$ cat config.mk
export PLATFORM = sky130hd
export DESIGN_NAME = mem_ctrl
export DESIGN_NICKNAME = d
export VERILOG_FILES = /design/src/rtl/mem_ctrl_pkg.sv /design/src/rtl/mem_ctrl.sv
export SDC_FILE = /design/constraint.sdc
export NUM_CORES = 1
export LEC_CHECK = 0
export CAP_MARGIN = 10
export CORE_ASPECT_RATIO = 0.9
export CORE_MARGIN = 8
export CORE_UTILIZATION = 40
export CTS_BUF_LIST = sky130_fd_sc_hd__clkbuf_2
export CTS_CLUSTER_SIZE = 25
export DETAILED_ROUTE_END_ITERATION = 7
export HOLD_SLACK_MARGIN = 0.08
export PLACE_DENSITY = 0.69
export SYNTH_ARGS = -nofsm -noshare
export SYNTH_HDL_FRONTEND = slang
export SYNTH_SLANG_ARGS = --single-unit
$ cat constraint.sdc
create_clock -name clk -period 3 [get_ports clk]
set_clock_uncertainty 0.1 [all_clocks]
set_input_delay 0.6 -clock clk [delete_from_list [all_inputs] [get_ports clk]]
set_output_delay 0.6 -clock clk [all_outputs]
set_load 0.01 [all_outputs]
$ cat src/rtl/mem_ctrl_pkg.sv
// ----------------------------------------------------------------------------
// mem_ctrl_pkg : FSM state encodings and access-size codes for mem_ctrl (rev 1.0)
// ----------------------------------------------------------------------------
`default_nettype none

package mem_ctrl_pkg;

    localparam logic [1:0] MC_IDLE = 2'd0;
    localparam logic [1:0] MC_RD   = 2'd1;
    localparam logic [1:0] MC_WR   = 2'd2;
    localparam logic [1:0] MC_DONE = 2'd3;

    localparam logic [1:0] SZ_BYTE = 2'b00;
    localparam logic [1:0] SZ_HALF = 2'b01;
    localparam logic [1:0] SZ_WORD = 2'b10;

    // Size code 11 is treated as a full word.
    function automatic logic [2:0] size_len(input logic [1:0] size);
        case (size)
            SZ_BYTE: return 3'd1;
            SZ_HALF: return 3'd2;
            SZ_WORD: return 3'd4;
            default: return 3'd4;
        endcase
    endfunction

endpackage

`default_nettype wire

$ cat src/rtl/mem_ctrl.sv
// ----------------------------------------------------------------------------
// mem_ctrl : arbitrates fetch/load-store onto the byte-wide memory port (rev 1.0)
// ----------------------------------------------------------------------------
`default_nettype none

module mem_ctrl
    import mem_ctrl_pkg::*;
#(
    parameter int         ADDR_WIDTH = 32,
    parameter logic [1:0] IO_PREFIX  = 2'b11
) (
    input  logic                  clk,
    input  logic                  rst,
    input  logic                  if_req_i,
    input  logic [ADDR_WIDTH-1:0] if_addr_i,
    input  logic                  if_flush_i,
    output logic                  if_done_o,
    output logic [31:0]           if_rdata_o,
    input  logic                  mem_req_i,
    input  logic                  mem_we_i,
    input  logic [1:0]            mem_size_i,
    input  logic [ADDR_WIDTH-1:0] mem_addr_i,
    input  logic [31:0]           mem_wdata_i,
    output logic                  mem_done_o,
    output logic [31:0]           mem_rdata_o,
    output logic                  mc_stall_o,
    output logic [ADDR_WIDTH-1:0] mem_a_o,
    output logic [7:0]            mem_dout_o,
    output logic                  mem_wr_o,
    input  logic [7:0]            mem_din_i,
    input  logic                  io_buffer_full_i
);

    logic [1:0]            state_q, state_d;
    logic                  owner_q, owner_d;
    logic [ADDR_WIDTH-1:0] addr_q, addr_d;
    logic [2:0]            len_q, len_d;
    logic [2:0]            cnt_q, cnt_d;
    logic [31:0]           wdata_q, wdata_d;
    logic [31:0]           rdata_q, rdata_d;
    logic [ADDR_WIDTH-1:0] a_q, a_d;
    logic [7:0]            dout_q, dout_d;
    logic                  wr_q, wr_d;
    logic                  if_done_q, if_done_d;
    logic                  mem_done_q, mem_done_d;
    logic [1:0]            sidx;

    // In RD, cnt is the cycle number since grant; read data lags its address by two cycles.
    assign sidx = 2'(cnt_q - 3'd2);

    always_comb begin
        state_d    = state_q;
        owner_d    = owner_q;
        addr_d     = addr_q;
        len_d      = len_q;
        cnt_d      = cnt_q;
        wdata_d    = wdata_q;
        rdata_d    = rdata_q;
        a_d        = '0;
        dout_d     = '0;
        wr_d       = 1'b0;
        if_done_d  = 1'b0;
        mem_done_d = 1'b0;

        unique case (state_q)
            MC_IDLE: begin
                if (mem_req_i) begin
                    owner_d = 1'b1;
                    addr_d  = mem_addr_i;
                    len_d   = size_len(mem_size_i);
                    wdata_d = mem_wdata_i;
                    rdata_d = '0;
                    a_d     = mem_addr_i;
                    if (mem_we_i) begin
                        state_d = MC_WR;
                        if (io_buffer_full_i && (mem_addr_i[17:16] == IO_PREFIX)) begin
                            cnt_d = 3'd0;
                        end else begin
                            cnt_d  = 3'd1;
                            wr_d   = 1'b1;
                            dout_d = mem_wdata_i[7:0];
                        end
                    end else begin
                        state_d = MC_RD;
                        cnt_d   = 3'd1;
                    end
                end else if (if_req_i && !if_flush_i) begin
                    owner_d = 1'b0;
                    addr_d  = if_addr_i;
                    len_d   = 3'd4;
                    rdata_d = '0;
                    a_d     = if_addr_i;
                    state_d = MC_RD;
                    cnt_d   = 3'd1;
                end
            end
            MC_RD: begin
                if (!owner_q && if_flush_i) begin
                    state_d = MC_IDLE;
                    cnt_d   = 3'd0;
                end else begin
                    if (cnt_q >= 3'd2) begin
                        rdata_d[{sidx, 3'b000} +: 8] = mem_din_i;
                    end
                    if (cnt_q < len_q) begin
                        a_d = addr_q + ADDR_WIDTH'(cnt_q);
                    end
                    if (cnt_q == len_q + 3'd1) begin
                        state_d    = MC_DONE;
                        cnt_d      = 3'd0;
                        mem_done_d = owner_q;
                        if_done_d  = !owner_q;
                    end else begin
                        cnt_d = cnt_q + 3'd1;
                    end
                end
            end
            MC_WR: begin
                if (cnt_q == len_q) begin
                    state_d    = MC_DONE;
                    cnt_d      = 3'd0;
                    mem_done_d = 1'b1;
                end else begin
                    // A throttled byte keeps its address on the bus without a strobe.
                    a_d = addr_q + ADDR_WIDTH'(cnt_q);
                    if (!(io_buffer_full_i && (addr_q[17:16] == IO_PREFIX))) begin
                        wr_d   = 1'b1;
                        dout_d = wdata_q[{cnt_q[1:0], 3'b000} +: 8];
                        cnt_d  = cnt_q + 3'd1;
                    end
                end
            end
            MC_DONE: begin
                state_d = MC_IDLE;
            end
            default: begin
                state_d = MC_IDLE;
            end
        endcase
    end

    always_ff @(posedge clk or negedge rst) begin
        if (!rst) begin
            state_q    <= MC_IDLE;
            owner_q    <= 1'b0;
            addr_q     <= '0;
            len_q      <= 3'd0;
            cnt_q      <= 3'd0;
            wdata_q    <= '0;
            rdata_q    <= '0;
            a_q        <= '0;
            dout_q     <= '0;
            wr_q       <= 1'b0;
            if_done_q  <= 1'b0;
            mem_done_q <= 1'b0;
        end else begin
            state_q    <= state_d;
            owner_q    <= owner_d;
            addr_q     <= addr_d;
            len_q      <= len_d;
            cnt_q      <= cnt_d;
            wdata_q    <= wdata_d;
            rdata_q    <= rdata_d;
            a_q        <= a_d;
            dout_q     <= dout_d;
            wr_q       <= wr_d;
            if_done_q  <= if_done_d;
            mem_done_q <= mem_done_d;
        end
    end

    assign if_done_o   = if_done_q;
    assign if_rdata_o  = rdata_q;
    assign mem_done_o  = mem_done_q;
    assign mem_rdata_o = rdata_q;
    assign mem_a_o     = a_q;
    assign mem_dout_o  = dout_q;
    assign mem_wr_o    = wr_q;
    assign mc_stall_o  = mem_req_i & ~mem_done_q;

endmodule

`default_nettype wire

==> results by group, run 1 <==
Outcome
  – Status: completed

Yosys
  – Top_reg_cell synth: dfrtp_1
  – Syn Nets: between 800 and 900
  – Top-area cell type share of the netlist area: 0.485
  – Post-synth ARST share: 1.00
  – Synth Cell Area: roughly 7600 µm²
  – Simple logic cell fraction of the synthesized area: 0.138
  – Synth top cells by count: dfrtp_1 (148), nand2_1 (122), o22ai_1 (56), a21oi_1 (46), inv_1 (35)
  – Synth area leader: dfrtp_1
  – Top-count cell post-synth: dfrtp_1
  – Synth area leaders: dfrtp_1 (48%), nand2_1 (6.0%), mux2_2 (4.9%)
  – Mean Syn Cell Area: 10.2 µm²
  – Compound-Gate Fraction of Synth Area: 0.145
  – Post-Syn Instances: 751
  – Post-Synth XOR/XNOR Area: 0.0375
  – Syn. warnings: 0
  – Synth unique cells: between 50 and 60
  – Post-synth EDFFs: 0
  – Synth Area in Adders: 0.0272
  – Sequential element share of the synthesized area: 0.485
  – Mux cell area share after synthesis: 0.0947
  – Main combinational cell family by area after synthesis: compound AO/OA/AOI/OAI gates
  – FF+latch count, synth: around 150

Drt
  – Via Count: ~6300
  – Vias per cell: roughly 5.3
  – Routed length per placed instance: roughly 19 µm
  – Post-DRT Antenna Nets: 0
  – First-pass iteration count of the detailed router: 5
  – DRC viols: 0
  – Post-Route WL: between 20000 and 25000 µm
  – Iter 0 DRT Violations: around 340

Floorplanning
  – Die width: around 160 µm
  – Core area: 19000 µm²
  – Die outline height: 147 µm
  – Io pins: between 200 and 250
  – Initial Util: 0.402
  – Die Footprint: approximately 24000 µm²
  – Row cnt: 48

Clocking
  – H-Tree Depth: 4
  – Post-CTS setup buffer count: 0
  – Clock latency at the later pin of the worst-skew pair: 0.73 ns
  – CTS resizes: 0
  – Clock Pin Slew Worst Setup and Hold Paths: around 0.26 ns
  – CTS tree: built
  – Max Root-Sink Buffers: 2
  – Clock root buffer: clkbuf_2
  – CTS Sinks: around 150
  – Num CTS Buffers: 17

Hold path
  – Worst hold path class: input port to async pin

Critical path
  – CP Capture Type: flop
  – Worst-path maximum fanout: 6
  – Worst setup SP type: flop
  – Reg2reg start: cnt_q[0]
  – Worst reg-to-reg path cell count: 8
  – Arr. time, crit path: approximately 3.1 ns
  – FF-to-FF End: mem_a_o[18]
  – WP data required: roughly 3.5 ns
  – Worst setup path class: flop to flop
  – Reg2reg setup slack: approximately 0.45 ns

STA
  – Slew @ Worst Pin: 1.03 ns
  – Final worst path period need: around 2.5 ns
  – Endpoints failing hold: 0
  – Period utilization: 0.848
  – Final Setup Violations: 0
  – Setup TNS: 0 ns
  – Fin. max-slew vios: 0
  – RSZ-0062 raised after global routing: no
  – Max Clk Rate: 0.393 GHz
  – Max-slew headroom: 0.313

Power
  – Pwr dens: roughly 820 nW/µm²
  – Peak supply drop: ~460 µV
  – Leak: 0.00428 µW

Finish
  – Area grow syn2layout: 33.1%
  – Non-Filler Instances: between 1000 and 1500
  – Final nets: around 1100
  – Layout cell share with drive strength beyond 1: 0.112

Place
  – Placed cell count: 1169
  – GPL Wtd Cong: between 0.8 and 0.9
  – Port bufs: 220
  – DP HPWL: between 15000 and 20000 µm

Global route
  – GRT Total Usage: 0.191
  – First-pass GRT wire length: ~36000 µm
  – Initial antenna violation count: 5
  – Vias in the first global route: about 6500
  – Total grt overflow: 0
  – Largest net degree at the start of global routing: between 60 and 70

Flow run
  – Maxcap violations: 0
## logic make-up (layout without fill, tap and decap cells)
family,count (synthesis),count (layout)
AO/OA/AOI/OAI,168,168
flip-flops,148,148
multiplexers,58,58
other,0,3
XOR/XNOR,31,31
AND/OR/NAND/NOR,222,222
adder cells (fa/ha/maj),16,16
buffers and inverters,108,309
## what timing repair did
item,CTS,global route
endpoints found under the setup margin,0,0
hold endpoints to repair,62,0
hold buffers,1,0
## worst max path at each step
stage	endpoint	slack [ns]	from
6_report	mem_a_o[18]	0.45	cnt_q[0]
3_5_place_dp	mem_a_o[31]	0.33	if_flush_i
5_1_grt	mem_a_o[18]	0.29	cnt_q[0]
2_1_floorplan	mem_a_o[10]	0.64	cnt_q[1]
4_1_cts	mc_stall_o	0.44	mem_done_o
3_3_place_gp	if_rdata_o[16]	0.36	if_flush_i
## flip-flops by register name, indices dropped and copies added, names as in the netlist
| register | cells |
|---|---|
| wdata_q | 32 |
| cnt_q | 3 |
| owner_q | 1 |
| if_done_o | 1 |
| mem_wr_o | 1 |
| len_q | 3 |
| mem_a_o | 32 |
| addr_q | 32 |
| state_q | 2 |
| if_rdata_o | 32 |
| mem_dout_o | 8 |
| mem_done_o | 1 |
## worst max-delay path, cell delays in order, from the launching register on
cell and delay (ns):
dfrtp_1 0.42, ha_1 0.20, inv_1 0.06, fa_1 0.38, nand2b_1 0.24, a211oi_2 0.51, nand4_1 0.22, xor2_1 0.20
o22ai_1 0.15
## final cells by class
cell class,instances,area (µm²)
diodes,3,7.51
clock buffers,17,85.1
clock inverters,15,154
fillers,1722,8820
inverters,35,131
multi-input cells,495,3390
flip-flops and latches,148,3700
well taps,250,313
repair buffers,242,2380
## report_power, final
| group | switching (µW) | internal, µW |
|---|---|---|
| logic | 1940 | 1930 |
| clock network | 771 | 388 |
| registers | 560 | 2720 |
| total | 3270 | 5030 |
## through the flow
step	worst slack (ns)	utilization	area (µm²)	hold WS [ns]	power, µW
after floorplan	0.644	-	7640	0.204	5720
after global placement	0.365	0.522	9910	0.372	7110
after detailed placement	0.335	0.522	9910	0.379	7200
after CTS	0.442	0.535	10200	0.246	8360
after global routing	0.293	0.535	10200	0.243	8900
final	0.455	0.535	10200	0.264	8300
## metal layers
| metal | global-route usage | vias up | part of all wire | routed length (µm) |
|---|---|---|---|---|
| met5 | 0 | - | 0.00079 | 18 |
| met4 | 0.0671 | 4 | 0.016 | 361 |
| met3 | 0.0450 | 25 | 0.058 | 1330 |
| met2 | 0.301 | 185 | 0.48 | 10900 |
| met1 | 0.255 | 3104 | 0.45 | 10100 |
| li1 | - | 3012 | - | - |
## layout by cell type, fill, tap and decap left out, drive strengths merged, types with 5 or more instances in the layout
master / n
clkdlybuf4s50: 218
dfrtp: 148
nand2: 122
o22ai: 56
a21oi: 48
inv: 39
mux2: 34
xor2: 25
a22o: 23
buf: 23
and3: 20
o21ai: 19
nand4: 18
clkbuf: 17
mux2i: 16
nand3: 15
nor2: 15
ha: 15
nor3: 10
mux4: 8
and2: 7
clkinv: 7
nand2b: 5
xnor2: 5
Power figures use the tool's default switching activity.
==> inputs of run 2 (changes only) <==
- clock period: 3 -> 2.4 ns (I/O delays scaled with it)
==> run 2 against run 1 <==
Against the previous run:
- register-to-register slack worse by 0.36 ns
- worst hold slack worse by 0.098 ns
- clock-buffer cell count is 2 higher
- sequential power is 24% higher
- cell count is 1.3% higher
- worst setup slack worse by 0.36 ns
- critical path type unchanged
- critical endpoint unchanged
- highest routed layer unchanged
==> results by group, run 2 (same netlist as run 1, synthesis figures left out) <==
Clocking
  – Num CTS Buffers: 17
  – Clock latency at the later pin of the worst-skew pair: 0.70 ns
  – Max Root-Sink Buffers: 2
  – CTS Sinks: between 100 and 150
  – H-Tree Depth: 4
  – Clock root buffer: clkbuf_2
  – Clock Pin Slew Worst Setup and Hold Paths: approximately 0.22 ns
  – CTS tree: built

STA
  – Max Clk Rate: 0.434 GHz
  – Max-slew headroom: 0.361
  – RSZ-0062 raised after global routing: yes
  – Worst hold slack: 0.166 ns
  – Period utilization: 0.960
  – Slew @ Worst Pin: between 0.9 and 1 ns
  – Endpoints failing hold: 0
  – Final Setup Violations: 0
  – Final worst path period need: approximately 2.3 ns
  – Fin. max-slew vios: 0

Critical path
  – Worst-path maximum fanout: 5
  – CP Capture Type: flop
  – Worst reg-to-reg path cell count: 9
  – Arr. time, crit path: around 2.8 ns
  – WP data required: ~2.9 ns
  – Worst setup path class: flop to flop
  – FF-to-FF End: mem_a_o[18]
  – Worst setup SP type: flop
  – Reg2reg start: addr_q[0]
  – Reg2reg setup slack: roughly 0.095 ns

Global route
  – Largest net degree at the start of global routing: between 50 and 60
  – Initial antenna violation count: 5
  – First-pass GRT wire length: between 30000 and 40000 µm
  – GRT Total Usage: 0.189
  – Total grt overflow: 0
  – Vias in the first global route: roughly 6600

Floorplanning
  – Die width: around 160 µm
  – Row cnt: 48
  – Io pins: roughly 220
  – Core area: about 19000 µm²
  – Die outline height: around 150 µm
  – Initial Util: 0.402
  – Die Footprint: ~24000 µm²

Outcome
  – Status: completed

Hold path
  – Worst hold path class: input port to async pin

Finish
  – Layout cell share with drive strength beyond 1: 0.133
  – Final nets: between 1000 and 1500
  – Area grow syn2layout: 35.8%
  – Most frequent cells in the layout: clkdlybuf4s50_1 (201), dfrtp_1 (148), nand2_1 (122), o22ai_1 (56), a21oi_1 (46)
  – Commonest non-fill, non-tap cell in the layout: clkdlybuf4s50_1

Drt
  – DRC viols: 0
  – Iter 0 DRT Violations: ~360
  – Post-DRT Antenna Nets: 0
  – First-pass iteration count of the detailed router: 5
  – Routed length per placed instance: 18.3 µm
  – Vias per cell: 5.17
  – Post-Route WL: roughly 22000 µm
  – Via Count: about 6300

Power
  – Pwr dens: 1010 nW/µm²
  – Peak supply drop: between 500 and 600 µV
  – Total power: roughly 10000 µW
  – Leak: roughly 0.0047 µW

Place
  – DP HPWL: approximately 16000 µm
  – Port bufs: 220
  – GPL Wtd Cong: around 0.87

Flow run
  – Maxcap violations: 0
==> run 2: worst max-delay path, stage by stage (launching register included) <==
cell	delay, ns
dfrtp_1	0.41
ha_2	0.19
inv_1	0.05
fa_1	0.37
nand2b_2	0.23
a211oi_2	0.22
buf_4	0.17
nand4_1	0.12
xor2_1	0.21
o22ai_1	0.11
==> run 2: per-layer routing <==
metal	vias up	part of all wire	GRT usage	wire, µm
met5	-	0.00085	0	19
met4	4	0.014	0.0560	320
met3	21	0.058	0.0450	1280
met2	172	0.47	0.307	10600
met1	3073	0.45	0.245	10100
li1	3039	-	-	-
==> run 2: worst max path at each step <==
| stage | start | endpoint | slack [ns] | cells after the start |
|---|---|---|---|---|
| 4_1_cts | cnt_q[1] | if_rdata_o[23] | 0.03 | 7 |
| 6_report | addr_q[0] | mem_a_o[18] | 0.1 | 9 |
| 2_1_floorplan | cnt_q[1] | mem_a_o[10] | 0.04 | 8 |
| 3_3_place_gp | if_flush_i | if_rdata_o[23] | -0.01 | 6 |
| 3_5_place_dp | if_flush_i | if_rdata_o[16] | -0.06 | 6 |
| 5_1_grt | cnt_q[0] | mem_a_o[18] | -0.09 | 9 |
==> run 2: where the power goes <==
part	internal, µW	switching (µW)
sequential	3400	668
clock	377	926
combinational	2610	2500
total	6380	4090
==> run 2: what timing repair did <==
action / in CTS / in global routing
pin swaps: 0 / 1
gates resized for setup: 1 / 20
hold buffers: 1 / 0
setup buffers: 0 / 3
endpoints found under the setup margin: 1 / 41
hold endpoints to repair: 148 / 0
==> run 2: cell type report <==
type | instances | area, µm²
diodes | 3 | 7.51
clock buffers | 19 | 95.1
clock inverters | 12 | 108
fillers | 1707 | 8610
inverters | 35 | 131
multi-input cells | 495 | 3400
flip-flops and latches | 148 | 3700
well taps | 250 | 313
repair buffers | 259 | 2610
==> run 2: per-stage QoR <==
stage / setup TNS (ns) / utilization / cell area (µm²) / setup WS, ns / std cells
4_1_cts: 0 / 0.542 / 10300 / 0.0311 / 1215
2_1_floorplan: 0 / - / 7640 / 0.0441 / 751
3_5_place_dp: -0.364 / 0.531 / 10100 / -0.0597 / 1183
3_3_place_gp: -0.0755 / 0.531 / 10100 / -0.0134 / 1183
5_1_grt: -0.210 / 0.546 / 10400 / -0.0907 / 1221
6_report: 0 / 0.546 / 10400 / 0.0953 / 1221
